$ cat src/rtl/crc_frame_tx_if.sv
// Byte-stream handshake into the CRC frame transmitter.
// The source drives data/valid/last and the transmitter answers with ready.
interface crc_frame_tx_if #(
  parameter int DATA_W = 8
);
  logic [DATA_W-1:0] in_data;
  logic              in_valid;
  logic              in_last;
  logic              in_ready;

  modport master (
    output in_data,
    output in_valid,
    output in_last,
    input  in_ready
  );

  modport slave (
    input  in_data,
    input  in_valid,
    input  in_last,
    output in_ready
  );
endinterface

$ cat src/rtl/crc_frame_tx.sv
// Serialises a byte stream MSB-first through an external serial CRC engine,
// then appends the engine result as a CRC_LEN-bit trailer.
//
// state    | meaning
// ---------+------------------------------------------------------------
// S_IDLE   | ready for the first word of a frame
// S_CLR    | one-cycle engine clear
// S_DATA   | shifting payload bits to line and engine
// S_WAIT   | between words, engine held, waiting for next word
// S_PAD    | CRC_LEN zero bits into the engine, line silent
// S_SETTLE | engine idle for a cycle; result captured at its end
// S_TRAIL  | shifting the captured CRC out on the line
// S_DONE   | one-cycle frame completion pulse
module crc_frame_tx #(
  parameter int CRC_LEN = 32,
  parameter int DATA_W  = 8,
  parameter int CNT_W   = 16
) (
  input  logic               clk_in,
  input  logic               reset_n,
  crc_frame_tx_if.slave      in_s,
  output logic               crc_clear,
  output logic               crc_enable,
  output logic               crc_data,
  input  logic [CRC_LEN-1:0] crc_value,
  output logic               tx_bit,
  output logic               tx_valid,
  output logic               tx_last,
  output logic               frame_done,
  output logic [CNT_W-1:0]   frame_words
);

  localparam int MAX_LEN = (CRC_LEN > DATA_W) ? CRC_LEN : DATA_W;
  localparam int CW      = (MAX_LEN > 1) ? $clog2(MAX_LEN) : 1;
  localparam logic [CW-1:0] DATA_TOP = CW'(DATA_W - 1);
  localparam logic [CW-1:0] CRC_TOP  = CW'(CRC_LEN - 1);

  typedef enum logic [2:0] {
    S_IDLE, S_CLR, S_DATA, S_WAIT, S_PAD, S_SETTLE, S_TRAIL, S_DONE
  } state_t;

  state_t               state_q, state_d;
  logic [CW-1:0]        cnt_q, cnt_d;
  logic [DATA_W-1:0]    shift_q, shift_d;
  logic                 last_q, last_d;
  logic [CRC_LEN-1:0]   trail_q, trail_d;
  logic [CNT_W-1:0]     words_q, words_d, words_inc;

  logic in_ready_q, in_ready_d;
  logic crc_clear_q, crc_clear_d;
  logic crc_enable_q, crc_enable_d;
  logic crc_data_q, crc_data_d;
  logic tx_bit_q, tx_bit_d;
  logic tx_valid_q, tx_valid_d;
  logic tx_last_q, tx_last_d;
  logic frame_done_q, frame_done_d;
  logic accept;

  assign words_inc = (&words_q) ? words_q : words_q + CNT_W'(1);

  always_ff @(posedge clk_in or negedge reset_n) begin
    if (!reset_n) begin
      state_q      <= S_IDLE;
      cnt_q        <= '0;
      shift_q      <= '0;
      last_q       <= 1'b0;
      trail_q      <= '0;
      words_q      <= '0;
      in_ready_q   <= 1'b0;
      crc_clear_q  <= 1'b0;
      crc_enable_q <= 1'b0;
      crc_data_q   <= 1'b0;
      tx_bit_q     <= 1'b0;
      tx_valid_q   <= 1'b0;
      tx_last_q    <= 1'b0;
      frame_done_q <= 1'b0;
    end else begin
      state_q      <= state_d;
      cnt_q        <= cnt_d;
      shift_q      <= shift_d;
      last_q       <= last_d;
      trail_q      <= trail_d;
      words_q      <= words_d;
      in_ready_q   <= in_ready_d;
      crc_clear_q  <= crc_clear_d;
      crc_enable_q <= crc_enable_d;
      crc_data_q   <= crc_data_d;
      tx_bit_q     <= tx_bit_d;
      tx_valid_q   <= tx_valid_d;
      tx_last_q    <= tx_last_d;
      frame_done_q <= frame_done_d;
    end
  end

  always_comb begin
    state_d = state_q;
    cnt_d   = cnt_q;
    shift_d = shift_q;
    last_d  = last_q;
    trail_d = trail_q;
    words_d = words_q;
    accept  = in_s.in_valid & in_ready_q;

    case (state_q)
      S_IDLE: begin
        if (accept) begin
          shift_d = in_s.in_data;
          last_d  = in_s.in_last;
          words_d = CNT_W'(1);
          state_d = S_CLR;
        end
      end
      S_CLR: begin
        cnt_d   = DATA_TOP;
        state_d = S_DATA;
      end
      S_DATA: begin
        if (cnt_q != '0) begin
          cnt_d   = cnt_q - CW'(1);
          shift_d = shift_q << 1;
        end else if (last_q) begin
          cnt_d   = CRC_TOP;
          state_d = S_PAD;
        end else if (accept) begin
          // gapless reload: next word's MSB goes out on the very next cycle
          shift_d = in_s.in_data;
          last_d  = in_s.in_last;
          words_d = words_inc;
          cnt_d   = DATA_TOP;
        end else begin
          state_d = S_WAIT;
        end
      end
      S_WAIT: begin
        if (accept) begin
          shift_d = in_s.in_data;
          last_d  = in_s.in_last;
          words_d = words_inc;
          cnt_d   = DATA_TOP;
          state_d = S_DATA;
        end
      end
      S_PAD: begin
        if (cnt_q != '0) cnt_d = cnt_q - CW'(1);
        else             state_d = S_SETTLE;
      end
      S_SETTLE: begin
        trail_d = crc_value;
        cnt_d   = CRC_TOP;
        state_d = S_TRAIL;
      end
      S_TRAIL: begin
        if (cnt_q != '0) begin
          cnt_d   = cnt_q - CW'(1);
          trail_d = trail_q << 1;
        end else begin
          state_d = S_DONE;
        end
      end
      S_DONE:  state_d = S_IDLE;
      default: state_d = S_IDLE;
    endcase

    // outputs are decoded from next-state values so the registers line up with the state
    in_ready_d   = (state_d == S_IDLE) || (state_d == S_WAIT) ||
                   ((state_d == S_DATA) && (cnt_d == '0) && !last_d);
    crc_clear_d  = (state_d == S_CLR);
    crc_enable_d = (state_d == S_DATA) || (state_d == S_PAD);
    crc_data_d   = (state_d == S_DATA) && shift_d[DATA_W-1];
    tx_valid_d   = (state_d == S_DATA) || (state_d == S_TRAIL);
    tx_bit_d     = ((state_d == S_DATA)  && shift_d[DATA_W-1]) ||
                   ((state_d == S_TRAIL) && trail_d[CRC_LEN-1]);
    tx_last_d    = (state_d == S_TRAIL) && (cnt_d == '0);
    frame_done_d = (state_d == S_DONE);
  end

  assign in_s.in_ready = in_ready_q;
  assign crc_clear     = crc_clear_q;
  assign crc_enable    = crc_enable_q;
  assign crc_data      = crc_data_q;
  assign tx_bit        = tx_bit_q;
  assign tx_valid      = tx_valid_q;
  assign tx_last       = tx_last_q;
  assign frame_done    = frame_done_q;
  assign frame_words   = words_q;

endmodule
$ cat src/flat_wrapper.sv
// flat-port wrapper written by rule: the top's interface ports become plain ports
module crc_frame_tx_flat 
#(
  parameter int CRC_LEN = 32,
  parameter int DATA_W  = 8,
  parameter int CNT_W   = 16
)
  (clk_in, reset_n, crc_clear, crc_enable, crc_data, crc_value, tx_bit, tx_valid, tx_last, frame_done, frame_words, in_s_in_data, in_s_in_valid, in_s_in_last, in_s_in_ready);
  crc_frame_tx_if #(.DATA_W(DATA_W)) in_s_i ();
  input  logic clk_in;
  input  logic reset_n;
  output logic crc_clear;
  output logic crc_enable;
  output logic crc_data;
  input  logic [CRC_LEN-1:0] crc_value;
  output logic tx_bit;
  output logic tx_valid;
  output logic tx_last;
  output logic frame_done;
  output logic [CNT_W-1:0] frame_words;
  input wire logic [$bits(in_s_i.in_data)-1:0] in_s_in_data;
  input wire logic [$bits(in_s_i.in_valid)-1:0] in_s_in_valid;
  input wire logic [$bits(in_s_i.in_last)-1:0] in_s_in_last;
  output wire logic [$bits(in_s_i.in_ready)-1:0] in_s_in_ready;
  assign in_s_i.in_data = in_s_in_data;
  assign in_s_i.in_valid = in_s_in_valid;
  assign in_s_i.in_last = in_s_in_last;
  assign in_s_in_ready = in_s_i.in_ready;
  crc_frame_tx #(.CRC_LEN(CRC_LEN), .DATA_W(DATA_W), .CNT_W(CNT_W)) u_core (.clk_in(clk_in), .reset_n(reset_n), .in_s(in_s_i), .crc_clear(crc_clear), .crc_enable(crc_enable), .crc_data(crc_data), .crc_value(crc_value), .tx_bit(tx_bit), .tx_valid(tx_valid), .tx_last(tx_last), .frame_done(frame_done), .frame_words(frame_words));
endmodule
$ cat config.mk
export PLATFORM = sky130hd
export DESIGN_NAME = crc_frame_tx_flat
export DESIGN_NICKNAME = d
export VERILOG_FILES = /design/src/rtl/crc_frame_tx_if.sv /design/src/rtl/crc_frame_tx.sv /design/src/flat_wrapper.sv
export SDC_FILE = /design/constraint.sdc
export NUM_CORES = 1
export LEC_CHECK = 0
export CORE_MARGIN = 2
export CORE_UTILIZATION = 40
export DETAILED_ROUTE_END_ITERATION = 12
export DONT_BUFFER_PORTS = 1
export GPL_TIMING_DRIVEN = 1
export PLACE_DENSITY = 0.66
export SYNTH_ARGS = -nofsm -noshare
export SYNTH_HDL_FRONTEND = slang
export SYNTH_SLANG_ARGS = --single-unit
$ cat constraint.sdc
create_clock -name clk_in -period 6.1 [get_ports clk_in]
set_input_delay 1.22 -clock clk_in [delete_from_list [all_inputs] [get_ports clk_in]]
set_output_delay 1.22 -clock clk_in [all_outputs]
set_load 0.1 [all_outputs]
==> impl_metrics.py, run 1 <==
metrics = {
    "timing": {
        "fin_crit_ns": 3.31,
        "slew_headroom_pct": 21.6,
        "layout_worst_path_cycle_share_pct": 54.2,
        "hold_viol": 0,
        "skew_ns": 0.0105,
        "finalMaxSlewViolations": 0,
        "setup_viol": 0,
        "worstMarginPinSlew_ns": 1.17,
        "rsz0062_at_grt": "false",
        "finalSetupTns_ns": 0,
        "max_freq_mhz": 302,
    },
    "power_and_ir_drop": {
        "internal-power_mw": 1.01,
        "pwr-share-clk_pct": 23.2,
        "combPwrFrac_pct": 29.4,
        "p_switching_uw": 800,
        "p_leak_nw": 1.90,
        "swShare_pct": 44.2,
        "p_seq_share_pct": 47.4,
        "vdd_drop_max_uv": 182,
        "p_per_area_nw_per_um2": 472,
    },
    "place": {
        "place.gp.congestion": 0.820,
        "place_hpwl_um": 5280,
        "io_buffers": 0,
    },
    "cells_and_area": {
        "antenna_cells": 0,
        "area_growth_pct": 7.02,
        "post-route-util_pct": 44.0,
        "drive_gt1_share_pct": 11.1,
        "finalNetCount": 384,
    },
    "routing": {
        "avgRoutedWirePerCell_um": 17.6,
        "drtIter0Drc": 415,
        "vias": 2669,
        "post-route-drc-count": 0,
        "via_per_inst": 5.92,
        "totalWireLength_um": 7940,
        "dr.pass1.iters": 8,
        "drtAntennaViolNets": 0,
    },
    "grt": {
        "grt_pass1_wl_um": 13200,
        "grt_overflow": 0,
        "antenna_found_initial": 0,
        "grt_max_degree": 73,
        "grt_usage_pct": 17.0,
        "grt_pass1_vias": 2521,
    },
    "clocking": {
        "numCtsBuffers": 9,
        "clkSinkCount": 72,
        "cts_root_buf": "clkbuf_8",
        "cts_setup_buffers": 0,
        "cts_tree": "built",
        "hold_buffers": 0,
        "cts.path.max_buffers": 2,
        "clk_pin_slew_ns": 0.08,
        "htree_levels": 3,
        "clock_latency_ns": 0.36,
        "cts_resized": 0,
    },
    "yosys": {
        "syn-cell-area_sq_um": 3580,
        "synthArstFlopShare_pct": 100,
        "ys_warn_count": 0,
        "synth_top_cell_area_share_pct": 50.3,
        "synth_area_leaders": "dfrtp_1, a222oi_1, inv_1",
        "synthCells": 350,
        "synth_edf_count": 0,
        "ys_ff_latch": 72,
        "yosysMostFrequentCell": "dfrtp_1",
        "synth_commonest_cells": "dfrtp_1, inv_1, a222oi_1, nor2_1, nand2_1",
        "synthDistinctLibCells": 56,
        "syn_avg_cell_area_sq_um": 10.2,
        "yosys_most_used_dff": "dfrtp_1",
        "syn_nets": 396,
        "yosys.area.top_type": "dfrtp_1",
        "yosysSeqAreaShare_pct": 50.3,
    },
    "floorplan": {
        "dieArea_sq_um": 9730,
        "rows": 34,
        "start_util_pct": 41.1,
        "design.core.area_sq_um": 8720,
        "die_w_um": 98.6,
        "die_h_um": 98.6,
        "io-pin-count": 68,
    },
    "setup_path": {
        "endpoint_kind": "flip-flop",
        "critPathRequiredTime_ns": 6.33,
        "cp-start-kind": "flip-flop",
        "worstSetupPathType": "flip-flop to flip-flop",
        "crit_arrival_ns": 3.54,
        "cp_max_fo": 15,
    },
    "outcome": {
        "outcome": "finished clean",
    },
    "hold_path": {
        "min_path_type": "flip-flop to flip-flop",
    },
    "run": {
        "maxCapViolations": 0,
    },
}
==> logic make-up (layout without fill, tap and decap cells) <==
group,after synthesis,count (layout),synth area share [%]
and+or+nand+nor,105,105,17.0
AOI/OAI and AO/OA,85,85,19.7
DFF,72,72,50.3
buffers and inverters,68,61,7.82
xor gates and xnor gates,16,16,3.91
adders and majority gates,2,2,0.698
muxes,2,2,0.559
==> metal layers <==
metal	global-route usage, %	part of all wire [%]	vias to the layer above
met5	0	0	-
met1	24.0	46	1315
met4	7.59	2.2	0
met2	24.4	46	84
li1	-	-	1257
met3	4.75	5.6	13
==> critical path, stage by stage (launching register included) <==
cell and delay [ns]:
dfrtp_1 1.00, and4_1 0.40, nand4_1 0.26, nor3_2 0.99, and2b_1 0.31, mux2i_1 0.16
nor2_1 0.06
==> power by group through the flow <==
stage	clock network, mW	logic [mW]	registers, mW
finish	0.420	0.531	0.858
global placement	0	0.515	0.859
detailed placement	0	0.527	0.864
global route	0.449	0.594	0.874
CTS	0.433	0.528	0.855
floorplan	0	0.487	0.789
==> state kept, by name (all words and copies together), names as in the netlist, 3 cells and up <==
| name | count |
|---|---|
| u_core.cnt_q | 5 |
| u_core.frame_words | 16 |
| u_core.trail_q | 31 |
| u_core.state_q | 3 |
| u_core.shift_q | 8 |
==> path summary, 6_finish.rpt <==
check,end,slack (ns),cells past startpoint,from
worst max-delay path,u_core.frame_words[1],2.79,6,u_core.frame_words[4]
worst min-delay path,u_core.trail_q[20],0.49,2,u_core.trail_q[20]
worst max register to register,u_core.frame_words[1],2.79,6,u_core.frame_words[4]
worst min register to register,u_core.trail_q[20],0.49,2,u_core.trail_q[20]
max in group asynchronous,u_core.cnt_q[2],5.40,0,reset_n
min in group asynchronous,u_core.frame_words[10],0.54,0,reset_n
==> layout make-up <==
type	count	area, sq um
clock buffers	10	128
clock inverters	6	90.1
fillers	834	4890
inverters	44	165
multi-input cells	210	1510
flip-flops and latches	72	1800
well taps	108	135
repair buffers	1	7.51
==> metrics by stage <==
| step | setup WS, ns | instances | area, sq um | power [mW] | hold slack [ns] |
|---|---|---|---|---|---|
| 3_5_place_dp | 2.87 | 435 | 3620 | 1.39 | 0.476 |
| 6_report | 2.79 | 451 | 3830 | 1.81 | 0.495 |
| 5_1_grt | 2.58 | 451 | 3830 | 1.92 | 0.521 |
| 4_1_cts | 2.79 | 451 | 3830 | 1.82 | 0.497 |
| 3_3_place_gp | 2.97 | 435 | 3620 | 1.37 | 0.471 |
| 2_1_floorplan | 3.47 | 350 | 3580 | 1.28 | 0.447 |
==> cells in the final DEF (no fill, tap or decap), types with 6 or more instances in the layout <==
cell,instances
a21oi_1,9
a222oi_1,36
clkbuf_8,9
dfrtp_1,72
inv_1,44
nand2_1,17
nand2b_1,6
nand3_1,6
nor2_1,29
nor3_1,10
o21ai_0,9
xnor2_1,16
(Power assumes the default switching activity.)
==> run 2: changes to the inputs <==
--- a/config.mk
+++ b/config.mk
@@ -10,7 +10,7 @@
 export DETAILED_ROUTE_END_ITERATION = 12
 export DONT_BUFFER_PORTS = 1
 export GPL_TIMING_DRIVEN = 1
-export PLACE_DENSITY = 0.66
+export PLACE_DENSITY = 0.68
 export SYNTH_ARGS = -nofsm -noshare
 export SYNTH_HDL_FRONTEND = slang
 export SYNTH_SLANG_ARGS = --single-unit
==> constraint.sdc (replaced) <==
create_clock -name clk_in -period 3 [get_ports clk_in]
set_input_delay 0.6 -clock clk_in [delete_from_list [all_inputs] [get_ports clk_in]]
set_output_delay 0.6 -clock clk_in [all_outputs]
set_load 0.1 [all_outputs]
==> run 2 against run 1 <==
  * Via count grew 2.9%
  * Register-to-register slack lost 2.3 ns
  * Fmax grew 34%
  * Critical path depth grew 3
  * Clock skew shrank 0.0020 ns
  * Sequential share of layout area shrank 2.4 points
  * Setup slack lost 2.3 ns
  * Cell area grew 5.5%
  * Non-clock buffer count grew 24
  * Clock power grew 110%
  * Clock-buffer cell count is the same
  * Sequential power grew 76%
  * Critical path type unchanged
  * Largest power group unchanged
  * Highest routed layer unchanged
==> impl_metrics.py, run 2 (synthesis gave the netlist of run 1 again) <==
metrics = {
    "outcome": {
        "outcome": "finished clean",
    },
    "routing": {
        "totalWireLength_um": 8110,
        "drtIter0Drc": 392,
        "drtAntennaViolNets": 0,
        "post-route-drc-count": 0,
        "via_per_inst": 5.78,
        "vias": 2747,
        "avgRoutedWirePerCell_um": 17.1,
        "dr.pass1.iters": 9,
    },
    "place": {
        "io_buffers": 0,
        "place.gp.congestion": 0.908,
        "post-place-ws_ns": 0.536,
        "place_hpwl_um": 5510,
    },
    "setup_path": {
        "crit_buf_inv": 2,
        "worstSetupPathType": "flip-flop to flip-flop",
        "cp-start-kind": "flip-flop",
        "critPathTopFamily": "simple AND/OR/NAND/NOR gates",
        "cp_max_fo": 16,
        "endpoint_kind": "flip-flop",
        "crit_arrival_ns": 2.68,
        "slowest_stage": "dfrtp_1",
        "critical_path.cell_chain": "inv_1, ha_1, nor4b_4, buf_4, a22oi_1, o22ai_1, nand2_1, nor2_4, nor2_1",
        "crit_path_max_incr_delay_ns": 0.43,
        "critPathRequiredTime_ns": 3.21,
    },
    "timing": {
        "skew_ns": 0.00854,
        "slew_headroom_pct": 41.4,
        "hold_viol": 0,
        "setup_viol": 0,
        "rsz0062_at_grt": "false",
        "finalSetupTns_ns": 0,
        "fin_crit_ns": 2.47,
        "finalMaxSlewViolations": 0,
        "max_freq_mhz": 405,
        "worstMarginPinSlew_ns": 0.879,
        "layout_worst_path_cycle_share_pct": 82.3,
        "setup_slack_ns": 0.530,
    },
    "clocking": {
        "cts_setup_buffers": 0,
        "cts_root_buf": "clkbuf_8",
        "cts_resized": 0,
        "cts_tree": "built",
        "clock_latency_ns": 0.34,
        "cts.path.max_buffers": 2,
        "hold_buffers": 1,
        "clkSinkCount": 72,
        "htree_levels": 3,
        "numCtsBuffers": 9,
        "clk_pin_slew_ns": 0.08,
    },
    "cells_and_area": {
        "final_cell_mix": "dfrtp_1, inv_1, a222oi_1, nor2_1, buf_4",
        "fillers": 808,
        "area_growth_pct": 12.9,
        "layout_commonest_cell": "dfrtp_1",
        "finalNetCount": 408,
        "drive_gt1_share_pct": 17.2,
        "largest_register_ffs": 31,
        "top_register": "u_core.trail_q",
        "antenna_cells": 0,
    },
    "grt": {
        "grt_pass1_wl_um": 13700,
        "grt_usage_pct": 17.4,
        "grt_pass1_vias": 2681,
        "grt_overflow": 0,
        "antenna_found_initial": 0,
        "grt_max_degree": 73,
    },
    "power_and_ir_drop": {
        "p_per_area_nw_per_um2": 936,
        "p_leak_nw": 2.04,
        "vdd_drop_max_uv": 413,
        "finalPower_mw": 3.79,
    },
    "floorplan": {
        "rows": 34,
        "io-pin-count": 68,
        "design.core.area_sq_um": 8720,
        "dieArea_sq_um": 9730,
        "die_w_um": 98.6,
        "start_util_pct": 41.1,
        "die_h_um": 98.6,
    },
    "hold_path": {
        "min_path_type": "input port to async pin",
    },
    "run": {
        "maxCapViolations": 0,
    },
}
run 2: routing by layer:
layer | vias up | track usage (%) | share of wire (%)
met3 | 9 | 4.40 | 5.6
met4 | 0 | 5.16 | 1.5
met1 | 1345 | 24.4 | 45
met5 | - | 0 | 0
met2 | 93 | 26.8 | 48
li1 | 1300 | - | -
run 2: path summary, 6_finish.rpt:
check	slack [ns]	endpoint	cells after the start	from
hold / removal	0.14	u_core.frame_words[12]	1	reset_n
hold reg to reg	0.50	u_core.trail_q[15]	2	u_core.trail_q[15]
setup / recovery	0.53	u_core.frame_words[5]	9	u_core.cnt_q[1]
max in group asynchronous	2.58	u_core.trail_q[7]	1	reset_n
min in group clk_in	0.39	u_core.shift_q[6]	2	in_s_in_data[6]
setup reg to reg	0.53	u_core.frame_words[5]	9	u_core.cnt_q[1]
run 2: metrics by stage:
step | hold WS (ns) | util [%] | instances | area [sq um]
2_1_floorplan | 0.304 | - | 350 | 3580
3_3_place_gp | 0.306 | 43.4 | 458 | 3790
3_5_place_dp | 0.306 | 43.4 | 458 | 3790
4_1_cts | 0.144 | 46.4 | 475 | 4040
5_1_grt | 0.147 | 46.4 | 475 | 4040
6_report | 0.140 | 46.4 | 475 | 4040
run 2: power by group:
part	internal (mW)	switching, mW	total (mW)
combinational	0.493	0.919	1.41
sequential	1.15	0.356	1.51
clock	0.494	0.375	0.869
run 2: area by class of cell:
type	count	area, sq um	area share (%)
multi-input combinational	210	1510	37.3
clock inverter	6	90.1	2.23
clock buffer	10	138	3.40
sequential	72	1800	44.6
tap	108	135	3.34
timing repair buffer	25	208	5.14
inverter	44	165	4.08
